### src/rtl/mux_scan_sefunmi_pkg.sv
// Shared definitions for the scanning channel multiplexer: mode encoding, limits
// and a constant-foldable clog2 used to size select and counter fields.
package mux_scan_sefunmi_pkg;

  localparam int MAX_N     = 64;
  localparam int MAX_DWELL = 255;

  typedef enum logic {
    MODE_MANUAL = 1'b0,
    MODE_SCAN   = 1'b1
  } mode_e;

  function automatic int clog2(input int value);
    int result;
    result = 0;
    for (int i = 0; i < 31; i++) begin
      if ((32'sd1 <<< i) < value) result = i + 1;
      else                        result = result;
    end
    return result;
  endfunction

endpackage

### src/rtl/mux_scan_sefunmi_if.sv
// Channel bus of the scanning multiplexer. The ch_mask signal exists only when
// MUX_SCAN_CH_MASK_EN is defined.
interface mux_scan_sefunmi_if #(
  parameter int N = 8,
  parameter int W = 1
);
  import mux_scan_sefunmi_pkg::*;

  localparam int SEL_W = clog2(N);

  logic             enable;
  logic             mode;
  logic [SEL_W-1:0] select;
  logic [N*W-1:0]   mux_in;
`ifdef MUX_SCAN_CH_MASK_EN
  logic [N-1:0]     ch_mask;
`endif
  logic [W-1:0]     mux_out;
  logic [SEL_W-1:0] out_sel;
  logic             out_valid;
  logic             scan_wrap;

  modport master (
    output enable, mode, select, mux_in,
`ifdef MUX_SCAN_CH_MASK_EN
    output ch_mask,
`endif
    input  mux_out, out_sel, out_valid, scan_wrap
  );

  modport slave (
    input  enable, mode, select, mux_in,
`ifdef MUX_SCAN_CH_MASK_EN
    input  ch_mask,
`endif
    output mux_out, out_sel, out_valid, scan_wrap
  );

endinterface

### src/rtl/scan_counter_sefunmi.sv
// Auto-scan sequencer: dwells DWELL cycles per channel, then steps to the next
// active channel (wrapping) and raises a one-cycle wrap flag with the new index.
module scan_counter_sefunmi
  import mux_scan_sefunmi_pkg::*;
#(
  parameter int N     = 8,
  parameter int DWELL = 1
) (
  input  logic                clk,
  input  logic                reset,
  input  logic                run,
  input  logic                restart,
  input  logic [N-1:0]        ch_mask,
  output logic [clog2(N)-1:0] idx,
  output logic                wrap
);

  localparam int SEL_W = clog2(N);
  localparam int CNT_W = clog2(MAX_DWELL + 1);
  localparam logic [CNT_W-1:0] DWELL_LAST = CNT_W'(DWELL - 1);

  logic [SEL_W-1:0] idx_r;
  logic [SEL_W-1:0] next_idx_s;
  logic [CNT_W-1:0] dwell_cnt_r;
  logic             wrap_r;
  logic             found_s;
  logic             wrap_s;
  int               cand_s;

  // Search forward from the current index for the next active channel.
  always_comb begin
    next_idx_s = idx_r;
    found_s    = 1'b0;
    cand_s     = 0;
    for (int k = 1; k <= N; k++) begin
      cand_s = int'(idx_r) + k;
      if (cand_s >= N) cand_s = cand_s - N;
      else             cand_s = cand_s;
      if (!found_s && ch_mask[cand_s[SEL_W-1:0]]) begin
        found_s    = 1'b1;
        next_idx_s = cand_s[SEL_W-1:0];
      end else begin
        found_s    = found_s;
      end
    end
    wrap_s = found_s && (next_idx_s < idx_r);
  end

  // Index, dwell counter and wrap flag; manual mode keeps the scan parked at 0.
  always_ff @(posedge clk) begin
    if (reset || restart) begin
      idx_r       <= {SEL_W{1'b0}};
      dwell_cnt_r <= {CNT_W{1'b0}};
      wrap_r      <= 1'b0;
    end else if (run) begin
      if (dwell_cnt_r == DWELL_LAST) begin
        dwell_cnt_r <= {CNT_W{1'b0}};
        idx_r       <= next_idx_s;
        wrap_r      <= wrap_s;
      end else begin
        dwell_cnt_r <= dwell_cnt_r + {{(CNT_W-1){1'b0}}, 1'b1};
        wrap_r      <= 1'b0;
      end
    end else begin
      wrap_r <= 1'b0;
    end
  end

  assign idx  = idx_r;
  assign wrap = wrap_r;

endmodule

### src/rtl/mux_scan_sefunmi.sv
// Registered N-to-1 channel multiplexer with manual select and auto-scan modes.
// Optional per-channel mask enabled by defining MUX_SCAN_CH_MASK_EN.
module mux_scan_sefunmi
  import mux_scan_sefunmi_pkg::*;
#(
  parameter int N     = 8,
  parameter int W     = 1,
  parameter int DWELL = 1
) (
  input  logic                clk,
  input  logic                reset,
  mux_scan_sefunmi_if.slave   bus
);

  localparam int SEL_W = clog2(N);
  localparam int SLOTS = 1 << SEL_W;

  mode_e            mode_s;
  logic [N-1:0]     mask_s;
  logic [SLOTS-1:0] active_s;
  logic [W-1:0]     chan_s [SLOTS];
  logic             run_s;
  logic             restart_s;
  logic [SEL_W-1:0] scan_idx_s;
  logic             scan_wrap_s;
  logic [SEL_W-1:0] pick_s;
  logic [W-1:0]     nxt_out_s;
  logic [SEL_W-1:0] nxt_sel_s;
  logic             nxt_valid_s;
  logic             nxt_wrap_s;
  logic [W-1:0]     mux_out_r;
  logic [SEL_W-1:0] out_sel_r;
  logic             out_valid_r;
  logic             scan_wrap_r;

`ifdef MUX_SCAN_CH_MASK_EN
  assign mask_s = bus.ch_mask;
`else
  assign mask_s = {N{1'b1}};
`endif

  // Select codes beyond N map to an inactive, zero-valued slot.
  for (genvar i = 0; i < SLOTS; i++) begin : g_slot
    if (i < N) begin : g_real
      assign active_s[i] = mask_s[i];
      assign chan_s[i]   = bus.mux_in[i*W +: W];
    end else begin : g_pad
      assign active_s[i] = 1'b0;
      assign chan_s[i]   = {W{1'b0}};
    end
  end

  assign mode_s    = mode_e'(bus.mode);
  assign run_s     = bus.enable & (mode_s == MODE_SCAN);
  assign restart_s = (mode_s == MODE_MANUAL);

  scan_counter_sefunmi #(
    .N     (N),
    .DWELL (DWELL)
  ) u_scan (
    .clk     (clk),
    .reset   (reset),
    .run     (run_s),
    .restart (restart_s),
    .ch_mask (mask_s),
    .idx     (scan_idx_s),
    .wrap    (scan_wrap_s)
  );

  // Next output values: pick a channel by mode, or go inactive when disabled.
  always_comb begin
    pick_s      = bus.select;
    nxt_out_s   = {W{1'b0}};
    nxt_sel_s   = out_sel_r;
    nxt_valid_s = 1'b0;
    nxt_wrap_s  = 1'b0;
    if (bus.enable) begin
      case (mode_s)
        MODE_MANUAL: begin
          pick_s     = bus.select;
          nxt_wrap_s = 1'b0;
        end
        MODE_SCAN: begin
          pick_s     = scan_idx_s;
          nxt_wrap_s = scan_wrap_s;
        end
        default: begin
          pick_s     = bus.select;
          nxt_wrap_s = 1'b0;
        end
      endcase
      nxt_sel_s   = pick_s;
      nxt_valid_s = active_s[pick_s];
      nxt_out_s   = active_s[pick_s] ? chan_s[pick_s] : {W{1'b0}};
    end else begin
      nxt_sel_s = out_sel_r;
    end
  end

  // Output registers.
  always_ff @(posedge clk) begin
    if (reset) begin
      mux_out_r   <= {W{1'b0}};
      out_sel_r   <= {SEL_W{1'b0}};
      out_valid_r <= 1'b0;
      scan_wrap_r <= 1'b0;
    end else begin
      mux_out_r   <= nxt_out_s;
      out_sel_r   <= nxt_sel_s;
      out_valid_r <= nxt_valid_s;
      scan_wrap_r <= nxt_wrap_s;
    end
  end

  assign bus.mux_out   = mux_out_r;
  assign bus.out_sel   = out_sel_r;
  assign bus.out_valid = out_valid_r;
  assign bus.scan_wrap = scan_wrap_r;

endmodule

### src/flat_wrapper.sv
// flat-port wrapper written by rule: the top's interface ports become plain ports
module mux_scan_sefunmi_flat import mux_scan_sefunmi_pkg::*;
#(
  parameter int N     = 8,
  parameter int W     = 1,
  parameter int DWELL = 1
)
  (clk, reset, bus_enable, bus_mode, bus_select, bus_mux_in, bus_mux_out, bus_out_sel, bus_out_valid, bus_scan_wrap);
  mux_scan_sefunmi_if #(.N(N), .W(W)) bus_i ();
  input  logic clk;
  input  logic reset;
  input wire logic [$bits(bus_i.enable)-1:0] bus_enable;
  input wire logic [$bits(bus_i.mode)-1:0] bus_mode;
  input wire logic [$bits(bus_i.select)-1:0] bus_select;
  input wire logic [$bits(bus_i.mux_in)-1:0] bus_mux_in;
  output wire logic [$bits(bus_i.mux_out)-1:0] bus_mux_out;
  output wire logic [$bits(bus_i.out_sel)-1:0] bus_out_sel;
  output wire logic [$bits(bus_i.out_valid)-1:0] bus_out_valid;
  output wire logic [$bits(bus_i.scan_wrap)-1:0] bus_scan_wrap;
  assign bus_i.enable = bus_enable;
  assign bus_i.mode = bus_mode;
  assign bus_i.select = bus_select;
  assign bus_i.mux_in = bus_mux_in;
  assign bus_mux_out = bus_i.mux_out;
  assign bus_out_sel = bus_i.out_sel;
  assign bus_out_valid = bus_i.out_valid;
  assign bus_scan_wrap = bus_i.scan_wrap;
  mux_scan_sefunmi #(.N(N), .W(W), .DWELL(DWELL)) u_core (.clk(clk), .reset(reset), .bus(bus_i));
endmodule
### config.mk
export PLATFORM = sky130hd
export DESIGN_NAME = mux_scan_sefunmi_flat
export DESIGN_NICKNAME = d
export VERILOG_FILES = /design/src/rtl/mux_scan_sefunmi_pkg.sv /design/src/rtl/mux_scan_sefunmi_if.sv /design/src/rtl/scan_counter_sefunmi.sv /design/src/rtl/mux_scan_sefunmi.sv /design/src/flat_wrapper.sv
export SDC_FILE = /design/constraint.sdc
export NUM_CORES = 1
export LEC_CHECK = 0
export ABC_CLOCK_PERIOD_IN_PS = 2400
export BUFFER_PORTS_ARGS = -buffer_cell sky130_fd_sc_hd__buf_2
export CORE_MARGIN = 1.5
export CORE_UTILIZATION = 53
export CTS_BUF_LIST = sky130_fd_sc_hd__clkbuf_8
export CTS_CLUSTER_DIAMETER = 40
export DETAILED_ROUTE_END_ITERATION = 8
export PLACE_DENSITY_LB_ADDON = 0.05
export REMOVE_ABC_BUFFERS = 1
export SLEW_MARGIN = 20
export SYNTH_ARGS = -nofsm -noshare
export SYNTH_HDL_FRONTEND = slang
export SYNTH_SLANG_ARGS = --single-unit
### constraint.sdc
create_clock -name clk -period 2.4 [get_ports clk]
set_clock_uncertainty 0.1 [all_clocks]
set_input_delay 0.12 -clock clk [delete_from_list [all_inputs] [get_ports clk]]
set_output_delay 0.12 -clock clk [all_outputs]
set_load 0.1 [all_outputs]
# Word-level counts from Yosys, hierarchy flattened
# Memory sizes are Yosys's and may differ from the RTL's.
# Index checks and enable logic that the tools add are counted.
# word_totals
ff_bits	18
mem_bits_ro	72
out_inout_bits	6
word_cells	120
n_memories	9
# classes
n_addsub	17
n_lt_le_gt_ge	19
mux	40
bitwise_logic	7
reduce_logical	21
# memory_table
name	words	width	read_ports	rd_ports_with_merged_regs	wr	line_no	text
(name not given)	8	1	1	0	0	mux_scan_sefunmi.sv:93	nxt_valid_s = active_s[pick_s];
(name not given)	8	1	1	0	0	scan_counter_sefunmi.sv:39	if (!found_s && ch_mask[cand_s[SEL_W-1:0]]) begin
(name not given)	8	1	1	0	0	scan_counter_sefunmi.sv:39	
(name not given)	8	1	1	0	0	scan_counter_sefunmi.sv:39	
(name not given)	8	1	1	0	0	scan_counter_sefunmi.sv:39	
(name not given)	8	1	1	0	0	scan_counter_sefunmi.sv:39	
+3 memories	--	--	--	--	--	--	
# ops
op	count
3-bit 2-to-1 mux	17
3-bit by 4-bit < comparator with 1-bit output (second input constant)	9
4-bit greater-or-equal comparator (second input constant)	8
3-bit by 1-bit subtractor with 3-bit output (second input constant)	8
1-bit 2-to-1 mux	19
3-bit by 3-bit adder with 4-bit output (second input constant)	4
3-bit by 2-bit adder with 4-bit output (second input constant)	2
8-bit by 1-bit adder with 8-bit output (second input constant)	1
1-bit logical AND	8
8-bit logical NOT	1
8-bit 2-to-1 mux	1
1-bit logical NOT	7
3-bit one-hot mux with 2 select lines	1
3-bit OR reduction	2
3-bit by 4-bit adder with 5-bit output (second input constant)	1
5-bit by 4-bit greater-or-equal comparator with 1-bit output (second input constant)	1
1-bit NOT	5
3-bit by 1-bit adder with 4-bit output (second input constant)	1
3-bit NOT with 4-bit output	1
1-bit binary-select mux with 3-bit select	1
3-bit < comparator	1
1-bit one-hot mux with 2 select lines	1
2-bit AND reduction	1
2-bit OR reduction	1
2 further kinds	2

# Longest topological paths before layout
# Gate-level depths: netlist of run 1.
# logic_depth
word_depth	29
mapped_depth	7
depth_no_buf	6

# Modules after synthesis
# A second synthesis of run 1 with hierarchy kept.
# hier_totals
cells_unflattened	197
area_unflattened_um2	1849.3
# modules_own_cells
mod	instances	cells_per_inst	area_each_um2	seq_area_each_um2
scan_counter_sefunmi	1	172	1551.5	240.2
mux_scan_sefunmi	1	25	297.8	120.1

# Worst setup path before layout of run 1
# OpenSTA, ideal clock, no wires.
# synth_path
path_kind	flip-flop to flip-flop
startpoint	register u_core.u_scan.idx_r[2] (netlist: u_core.u_scan.idx[2])
endpoint	register u_core.mux_out_r (netlist: u_core.bus.mux_out)
setup_time_ps	115
t_arrival_ps	1420
required_ps	2185
path_slack_ps	765
path_stages_with_launch	5
path_buffers	0
synth_period_minus_slack_ps	1635
cell_sequence	dfxtp_1 -> mux2_4 -> mux4_1 -> mux2_2 -> and2_1
# synth_via
elab_chain_cells	6
elab_cells_between_ends	10
classes_between	mux: 6; bitwise: 2; reduce/logical: 1; memory: 1
# synth_lines
item	line_no	text
from (decl)	scan_counter_sefunmi.sv:22	logic [SEL_W-1:0] idx_r;
from (signal assigned)	scan_counter_sefunmi.sv:52	idx_r <= {SEL_W{1'b0}};
from (signal assigned)	scan_counter_sefunmi.sv:58	idx_r <= next_idx_s;
3-bit one-hot mux with 2 select lines (*)	mux_scan_sefunmi.sv:78	case (mode_s)
3-bit 2-to-1 mux (*)	mux_scan_sefunmi.sv:77	if (bus.enable) begin
memory 8 x 1 bit or 3-bit NOT with 4-bit output (tied branches)	--	
1-bit 2-to-1 mux or 1-bit binary-select mux with 3-bit select (tied branches)	--	
1-bit NOT (no source line) or 1-bit 2-to-1 mux (tied branches)	--	
3-bit OR reduction (no source line) or 1-bit 2-to-1 mux (tied branches)	--	
to (signal assigned)	mux_scan_sefunmi.sv:103	mux_out_r <= {W{1'b0}};
to (signal assigned)	mux_scan_sefunmi.sv:108	mux_out_r <= nxt_out_s;
to (decl)	mux_scan_sefunmi.sv:31	logic [W-1:0] mux_out_r;
# Mark *: on every way between the ends. The rest lies on a longest branch, timed or not. The select of a mux whose other input is x is not followed.
# A chain may end at the register's enable or synchronous reset.

# Worst setup path after layout of run 1
# layout_path
startpoint	register u_core.u_scan.dwell_cnt_r[0]
endpoint	register u_core.u_scan.idx_r[1] (netlist: u_core.u_scan.idx[1])
# layout_via
elab_chain_cells	2
# layout_lines
item	line_no	text
from (decl)	scan_counter_sefunmi.sv:24	logic [CNT_W-1:0] dwell_cnt_r;
from (signal assigned)	scan_counter_sefunmi.sv:53	dwell_cnt_r <= {CNT_W{1'b0}};
from (signal assigned)	scan_counter_sefunmi.sv:57	dwell_cnt_r <= {CNT_W{1'b0}};
from (signal assigned)	scan_counter_sefunmi.sv:61	dwell_cnt_r <= dwell_cnt_r + {{(CNT_W-1){1'b0}}, 1'b1};
8-bit logical NOT	scan_counter_sefunmi.sv:56	if (dwell_cnt_r == DWELL_LAST) begin
2-bit AND reduction (no source line)	--	
# Every way passes these cells.

==> run metrics, run 1 <==
n_diodes 0; Max clock buf depth 2; power per cell area 643 mW/mm^2; number of hold buffers added after cts 0; EDFF count, synth 0; Tmin final approximately 1.9 ns; Distinct cells, synth 29; H-tree Lvls 1; Clock Latency Late Sink 0.25 ns; unrepaired setup endpoints after global routing no; grt met3 use 3.83%; CP peak stage delay between 0.4 and 0.5 ns; area leader, netlist dfxtp_1; max-slew violations 0; Setup crit end kind flop; core area 0.00151 sq mm; chip width 43.1 um; Root Driver clkbuf_8; P_leak 0.454 nW; status complete, no violations; Ys Warns 0; Syn-to-layout area delta 19.1%; CTS clk-pin slew, worst paths 0.07 ns; first-pass detailed-route iteration total 4; fmax 536 MHz; Final nets 125; GRT overflow 0; largest net degree at the start of global routing 11; CP required approximately 2.4 ns; die area 0.00186 sq mm; dpl hpwl between 1000 and 1500 um; gp weighted congestion 0.859; total negative slack 0 ns; DR vias 682; maximum VDD drop 0.429 mV; Final Util 67.4%; Critical Path Slowest Stage Cell nor4b_1; first-pass GRT wire length 2770 um; Post-CTS Setup Bufs 0; ANT nets after route 0; Synth Instances 84; Residual DRC 0; Final setup viols 0; # resized after CTS 0; Top Family by Delay on Critical Path simple AND/OR/NAND/NOR gates; CTS tree built; met1 global-route usage 26.9%; CP max FO 9; Buf/Inv on CP 1; die height ~43 um; Initial Util between 50% and 60%; Total GRT Usage 20.4%; routing usage on met2 29.3%; Port Buf Inserts 20; Primary FF master, synth dfxtp_1; CTS Sinks 18; Worst Tran Pin Value 0.506 ns; initial antenna violation count 0; final hold vios 0; share of cells above drive strength 1 27.6%; Cell Area, Synth around 850 sq um; Post-synth ARST share 0%; vias in the first global route 633; total CTS buffers 3; top cell type's share of synthesized area 42.2%; Core Rows 14; Slew headroom 65.8%; Yosys reg bits 18; DRT iter0 DRCs 10; Post-Route WL 1690 um; average cell area after synthesis 10.2 sq um; sequential-to-total area share from yosys stat a little over two fifths; Area contributors post-synth dfxtp_1 (42%), xor2_1 (8.2%), mux4_1 (6.2%), ha_1 (5.9%), mux2i_1 (5.9%); startpoint types flop; final worst-path cycle share between 70% and 80%; Hold WC Path Type input port to flop; GRT busiest layer met2; Worst EP arrival roughly 1.9 ns; post-DR vias/cell 5.64; io pins 21; CP cell instances inv_1 > ha_1 > nor4b_1 > nand3_1 > nand2b_1 > o22ai_1; Crit Path Class flop to flop; Max-Cap Viols 0; WL per Instance 14.0 um
-- kinds of logic (layout without fill, tap and decap cells) --
| logic type | Yosys count | count (layout) | share of synthesized area [%] |
|---|---|---|---|
| compound gates | 5 | 5 | 3.96 |
| xor+xnor | 9 | 9 | 9.24 |
| fa+ha+maj | 4 | 4 | 5.87 |
| buf+inv | 7 | 28 | 3.23 |
| flops | 18 | 18 | 42.2 |
| mux | 9 | 9 | 15.1 |
| simple gates | 32 | 32 | 20.4 |
-- flip-flops by register name, indices dropped and copies added (netlist names) --
name                       cells
u_core.u_scan.dwell_cnt_r      8
u_core.bus.out_sel             3
u_core.u_scan.idx              3
u_core.bus.mux_out             1
u_core.bus.out_valid           1
u_core.bus.scan_wrap           1
u_core.u_scan.wrap             1
-- where the power goes --
part | switching [W] | internal (W)
combinational | 0.0000642 | 0.0000336
clock | 0.0000988 | 0.000146
sequential | 0.00000440 | 0.000306
total | 0.000167 | 0.000486
-- path summary, 6_finish.rpt --
path              cells past startpoint                                 end  slack [ns]                                 startpoint
setup / recovery                      6   u_core.u_scan.idx[1]$_SDFFE_PP0P_        0.53  u_core.u_scan.dwell_cnt_r[0]$_SDFFE_PP0P_
hold / removal                        2  u_core.bus.out_sel[1]$_SDFFE_PP0P_        0.02                                      reset
setup reg to reg                      6   u_core.u_scan.idx[1]$_SDFFE_PP0P_        0.53  u_core.u_scan.dwell_cnt_r[0]$_SDFFE_PP0P_
hold reg to reg                       1     u_core.bus.scan_wrap$_SDFF_PP0_        0.39              u_core.u_scan.wrap$_SDFF_PP0_
-- area by class of cell --
class                   count  area (sq um)
inverters                   4          15.0
repair buffers             20           100
fillers                   132           490
well taps                  16          20.0
clock buffers               4          55.1
multi-input cells          59           465
flip-flops and latches     18           360
-- routing by layer --
| metal | share of wire [%] | routed length [um] | up-vias |
|---|---|---|---|
| li1 | - | - | 335 |
| met3 | 3.7 | 63 | 4 |
| met4 | 1.9 | 33 | 0 |
| met1 | 45 | 763 | 326 |
| met2 | 49 | 834 | 17 |
| met5 | 0 | 0 | - |
-- cells in the final DEF, fill, tap and decap left out --
cell type	count
mux2i_1	5
and4_2	1
xor2_1	8
buf_2	20
nand4_1	6
ha_1	4
and2_2	1
nand2b_1	1
a211oi_1	3
nand3_1	1
dfxtp_1	18
inv_1	4
and2_1	1
a21oi_1	1
nor2_1	13
clkbuf_8	4
nor2b_1	1
mux2_2	1
nor4b_1	1
or2_2	1
mux2_4	1
and3_1	1
xnor2_1	1
nor3_1	1
or2b_1	1
nand2_1	1
and3b_1	1
o22ai_1	1
mux4_1	2
-- cells in the mapped netlist (2+ instances only) --
cell	number
mux4_1	2
a211oi_1	3
ha_1	4
dfxtp_1	18
nor2_1	13
mux2i_1	5
inv_1	4
clkbuf_1	2
nand4_1	6
xor2_1	8
-- per-stage QoR --
stage          power [W]  hold WS [ns]  area (sq um)  worst slack, ns  std cells
4_1_cts         0.000659        0.0222          1020            0.521        121
2_1_floorplan   0.000388        0.0924           841            0.765         81
3_5_place_dp    0.000415         0.293           961            0.674        117
6_report        0.000653        0.0197          1020            0.535        121
3_3_place_gp    0.000413         0.288           961            0.712        117
5_1_grt         0.000673        0.0368          1020            0.385        121
No activity file was read; power rests on OpenSTA's default activity.
==> run 2: changes to the inputs <==
Settings changed: ABC_CLOCK_PERIOD_IN_PS 2400 to 1930.
Clock period 2.4 ns to 1.93 ns, I/O delays scaled along.
==> run metrics, run 2 (same netlist as run 1, synthesis figures left out) <==
status complete, no violations; power per cell area just under 800 mW/mm^2; share of cells above drive strength 1 around 28%; Root Driver clkbuf_8; core area around 0.0015 sq mm; total CTS buffers 3; CP peak stage delay 0.38 ns; Initial Util ~57%; Clock Latency Late Sink 0.25 ns; dpl hpwl roughly 1100 um; Post-Route WL 1610 um; Final nets 127; max-slew violations 0; first-pass GRT wire length 2690 um; CP max FO 9; vias in the first global route roughly 620; chip width 43.1 um; CTS Sinks 18; die height between 40 and 50 um; startpoint types flop; final worst-path cycle share 90.3%; Max-Cap Viols 0; post-route setup slack 0.188 ns; Crit Path Class flop to flop; CP required just under 2 ns; initial antenna violation count 0; P_leak 0.463 nW; final hold vios 0; largest net degree at the start of global routing 11; fillers 116; post-DR vias/cell between 5 and 6; first-pass detailed-route iteration total 4; commonest non-fill, non-tap cell in the layout buf_2; gp weighted congestion 0.818; Worst EP arrival about 1.8 ns; max reg flops 8; CP cell instances inv_1 > ha_1 > nor4b_1 > nand3_1 > nand2b_1 > o22ai_1; unrepaired setup endpoints after global routing no; H-tree Lvls 1; most frequent cells in the layout buf_2 (20), dfxtp_1 (18), nor2_1 (13); fmax 574 MHz; total negative slack 0 ns; Tmin final between 1.5 and 2 ns; Final setup viols 0; die area roughly 0.0019 sq mm; Total GRT Usage 19.7%; Hold WC Path Type input port to flop; Worst Tran Pin Value 0.483 ns; Slew headroom 68.0%; CTS tree built; Residual DRC 0; io pins 21; Setup crit end kind flop; Syn-to-layout area delta 21.1%; Max clock buf depth 2; DP Worst Slack 0.219 ns; Top reg by flops u_core.u_scan.dwell_cnt_r; GRT overflow 0; DR vias 637; maximum VDD drop 0.657 mV; Critical Path Slowest Stage Cell nor4b_1; WL per Instance 13.0 um; DRT iter0 DRCs 6; Core Rows 14; Port Buf Inserts 20; CTS clk-pin slew, worst paths 0.07 ns; n_diodes 0; ANT nets after route 0
## run 2: report_power, final
group          leakage (nW)  internal [W]  switching (W)
combinational         0.288     0.0000438      0.0000804
clock                0.0288      0.000181       0.000123
sequential            0.146      0.000381     0.00000462
## run 2: path summary, 6_finish.rpt
check	startpoint	endpoint	slack (ns)	cells after the start
max	u_core.u_scan.dwell_cnt_r[1]$_SDFFE_PP0P_	u_core.u_scan.idx[1]$_SDFFE_PP0P_	0.19	6
max reg2reg	u_core.u_scan.dwell_cnt_r[1]$_SDFFE_PP0P_	u_core.u_scan.idx[1]$_SDFFE_PP0P_	0.19	6
min	bus_enable	u_core.bus.out_sel[1]$_SDFFE_PP0P_	0.07	2
min reg2reg	u_core.u_scan.wrap$_SDFF_PP0_	u_core.bus.scan_wrap$_SDFF_PP0_	0.36	1
## run 2: cell type report
type	count	area [sq um]	share of cell area [%]
clock buffers	4	55.1	5.33
inverters	4	15.0	1.45
multi-input cells	59	465	45.0
flip-flops and latches	18	360	34.9
well taps	16	20.0	1.94
repair buffers	22	118	11.4
## run 2: timing repair
| item | CTS | global route |
|---|---|---|
| resized for setup | 0 | 0 |
| hold buffers | 1 | 0 |
| buffers inserted | 0 | 0 |
| hold endpoints to repair | 1 | 0 |
## run 2: critical path, delay by kind of cell, from the launching register on
| kind | cells | cell delay (ns) |
|---|---|---|
| AND/OR/NAND/NOR | 3 | 0.83 |
| flip-flops | 1 | 0.36 |
| adder cells (fa/ha/maj) | 1 | 0.14 |
| AO/OA/AOI/OAI | 1 | 0.12 |
| buffers and inverters | 1 | 0.08 |
## run 2: per-layer routing
layer	GRT usage, %	wire length [um]	part of all wire, %	vias to the layer above
met1	27.1	791	49	285
met4	10.9	37	2.3	0
met2	28.7	734	46	11
met5	0	0	0	-
li1	-	-	-	337
met3	3.83	42	2.6	4
## run 2: through the flow
stage | cell area [sq um] | total power [W] | utilization [%] | hold WS (ns) | cells
2_1_floorplan | 841 | 0.000483 | - | 0.0689 | 81
3_3_place_gp | 968 | 0.000514 | 64.3 | 0.264 | 118
3_5_place_dp | 968 | 0.000516 | 64.3 | 0.268 | 118
4_1_cts | 1030 | 0.000820 | 68.6 | 0.0760 | 123
5_1_grt | 1030 | 0.000845 | 68.6 | 0.0815 | 123
6_report | 1030 | 0.000814 | 68.6 | 0.0749 | 123
==> run 3: changes to the inputs <==
Settings changed: ABC_CLOCK_PERIOD_IN_PS 1930 to 1700.
Clock period 1.93 ns to 1.7 ns, I/O delays scaled along.
==> run metrics, run 3 (same netlist as run 1, synthesis figures left out) <==
worst hold slack about 0.052 ns; vias in the first global route 630; total negative slack 0 ns; Max clock buf depth 2; Worst Tran Pin Value between 0.4 and 0.5 ns; DRT iter0 DRCs 17; Buf/Inv on CP 0; ANT nets after route 0; Post-Route WL roughly 1900 um; chip width 43.1 um; wl on met1 838 um; Total GRT Usage 21.0%; Max-Cap Viols 0; largest net degree at the start of global routing 11; CP max FO 3; Root Driver clkbuf_8; Finished Layout Cells 128; H-tree Lvls 1; Post-CTS Setup Bufs 0; initial antenna violation count 0; unrepaired setup endpoints after global routing yes; Core Rows 14; die height 43.1 um; CP cell instances mux2_4 > mux4_2 > mux2_4 > and2_4; first-pass GRT wire length 2850 um; status complete, no violations; commonest non-fill, non-tap cell in the layout buf_2; fmax approximately 600 MHz; placed instance count 123; DR vias between 700 and 800; CTS tree built; post-DR vias/cell between 5 and 6; final worst-path cycle share 98.1%; final instance area approximately 0.0011 sq mm; CP peak stage delay between 0.4 and 0.5 ns; die area 0.00186 sq mm; CTS Sinks 18; n_diodes 0; Final setup viols 0; power per cell area about 870 mW/mm^2; Worst EP arrival 1.72 ns; Final nets 132; top layer in use met4; Hold WC Path Type input port to flop; P_leak between 0.4 and 0.5 nW; Top reg by flops u_core.u_scan.dwell_cnt_r; Residual DRC 0; Syn-to-layout area delta 26.7%; io pins 21; Port Buf Inserts 20; Tmin final 1.67 ns; met2 routed WL 930 um; max-slew violations 0; CP most frequent cell mux2_4; max reg flops 8; final hold vios 0; Critical Path Slowest Stage Cell mux4_2; Initial Util between 50% and 60%; fillers 133; gp weighted congestion 0.746; first-pass detailed-route iteration total 4; startpoint types flop; dpl cell area 0.00101 sq mm; share of cells above drive strength 1 between 30% and 40%; Final Util 71.8%; most frequent cells in the layout buf_2 (20), dfxtp_1 (17), nor2_1 (13); dpl hpwl 1280 um; core area 0.00151 sq mm; Crit Path Class flop to flop; Top Family by Delay on Critical Path multiplexers; CP required 1.75 ns; Setup crit end kind flop; CTS clk-pin slew, worst paths about 0.070 ns; Slew headroom between 60 and 70%; WL per Instance 14.6 um; metal3 WL 80 um; total CTS buffers 3; Clock Latency Late Sink ~0.25 ns; GRT overflow 0; maximum VDD drop 0.400 mV
## run 3: power by group
group	total, W	switching (W)	internal [W]
registers	0.000438	0.00000590	0.000432
clock network	0.000347	0.000142	0.000205
logic	0.000159	0.0000976	0.0000609
## run 3: what timing repair did
item / 4_1_cts / 5_1_grt
endpoints found under the hold margin: 2 / 0
hold buffers: 1 / 0
endpoints found under the setup margin: 1 / 6
gates cloned: 0 / 0
resized for setup: 1 / 6
## run 3: path summary, 6_finish.rpt
| check | end | startpoint | cells past startpoint | slack (ns) |
|---|---|---|---|---|
| worst max-delay path | u_core.bus.mux_out$_SDFF_PP0_ | u_core.u_scan.idx[2]$_SDFFE_PP0P_ | 4 | 0.03 |
| worst min-delay path | u_core.bus.out_sel[0]$_SDFFE_PP0P_ | bus_enable | 2 | 0.05 |
| worst max register to register | u_core.bus.mux_out$_SDFF_PP0_ | u_core.u_scan.idx[2]$_SDFFE_PP0P_ | 4 | 0.03 |
| worst min register to register | u_core.bus.scan_wrap$_SDFF_PP0_ | u_core.u_scan.wrap$_SDFF_PP0_ | 1 | 0.37 |
## run 3: metrics by stage
step,power (W),setup slack [ns]
6_report,0.000944,0.0326
5_1_grt,0.000973,-0.000596
4_1_cts,0.000938,0.0130
3_5_place_dp,0.000594,-0.00599
3_3_place_gp,0.000591,0.0439
2_1_floorplan,0.000548,0.0649
## run 3: routing by layer
metal,global-route usage [%],vias to the layer above
li1,-,345
met4,9.09,0
met3,3.83,4
met2,33.7,25
met1,27.2,334
met5,0,-
## run 3: area by class of cell
class	instances	area [sq um]	area share, %
inverter	4	15.0	1.39
multi-input combinational	59	474	43.9
tap	16	20.0	1.85
clock buffer	4	55.1	5.09
sequential	18	362	33.4
timing repair buffer	27	155	14.4
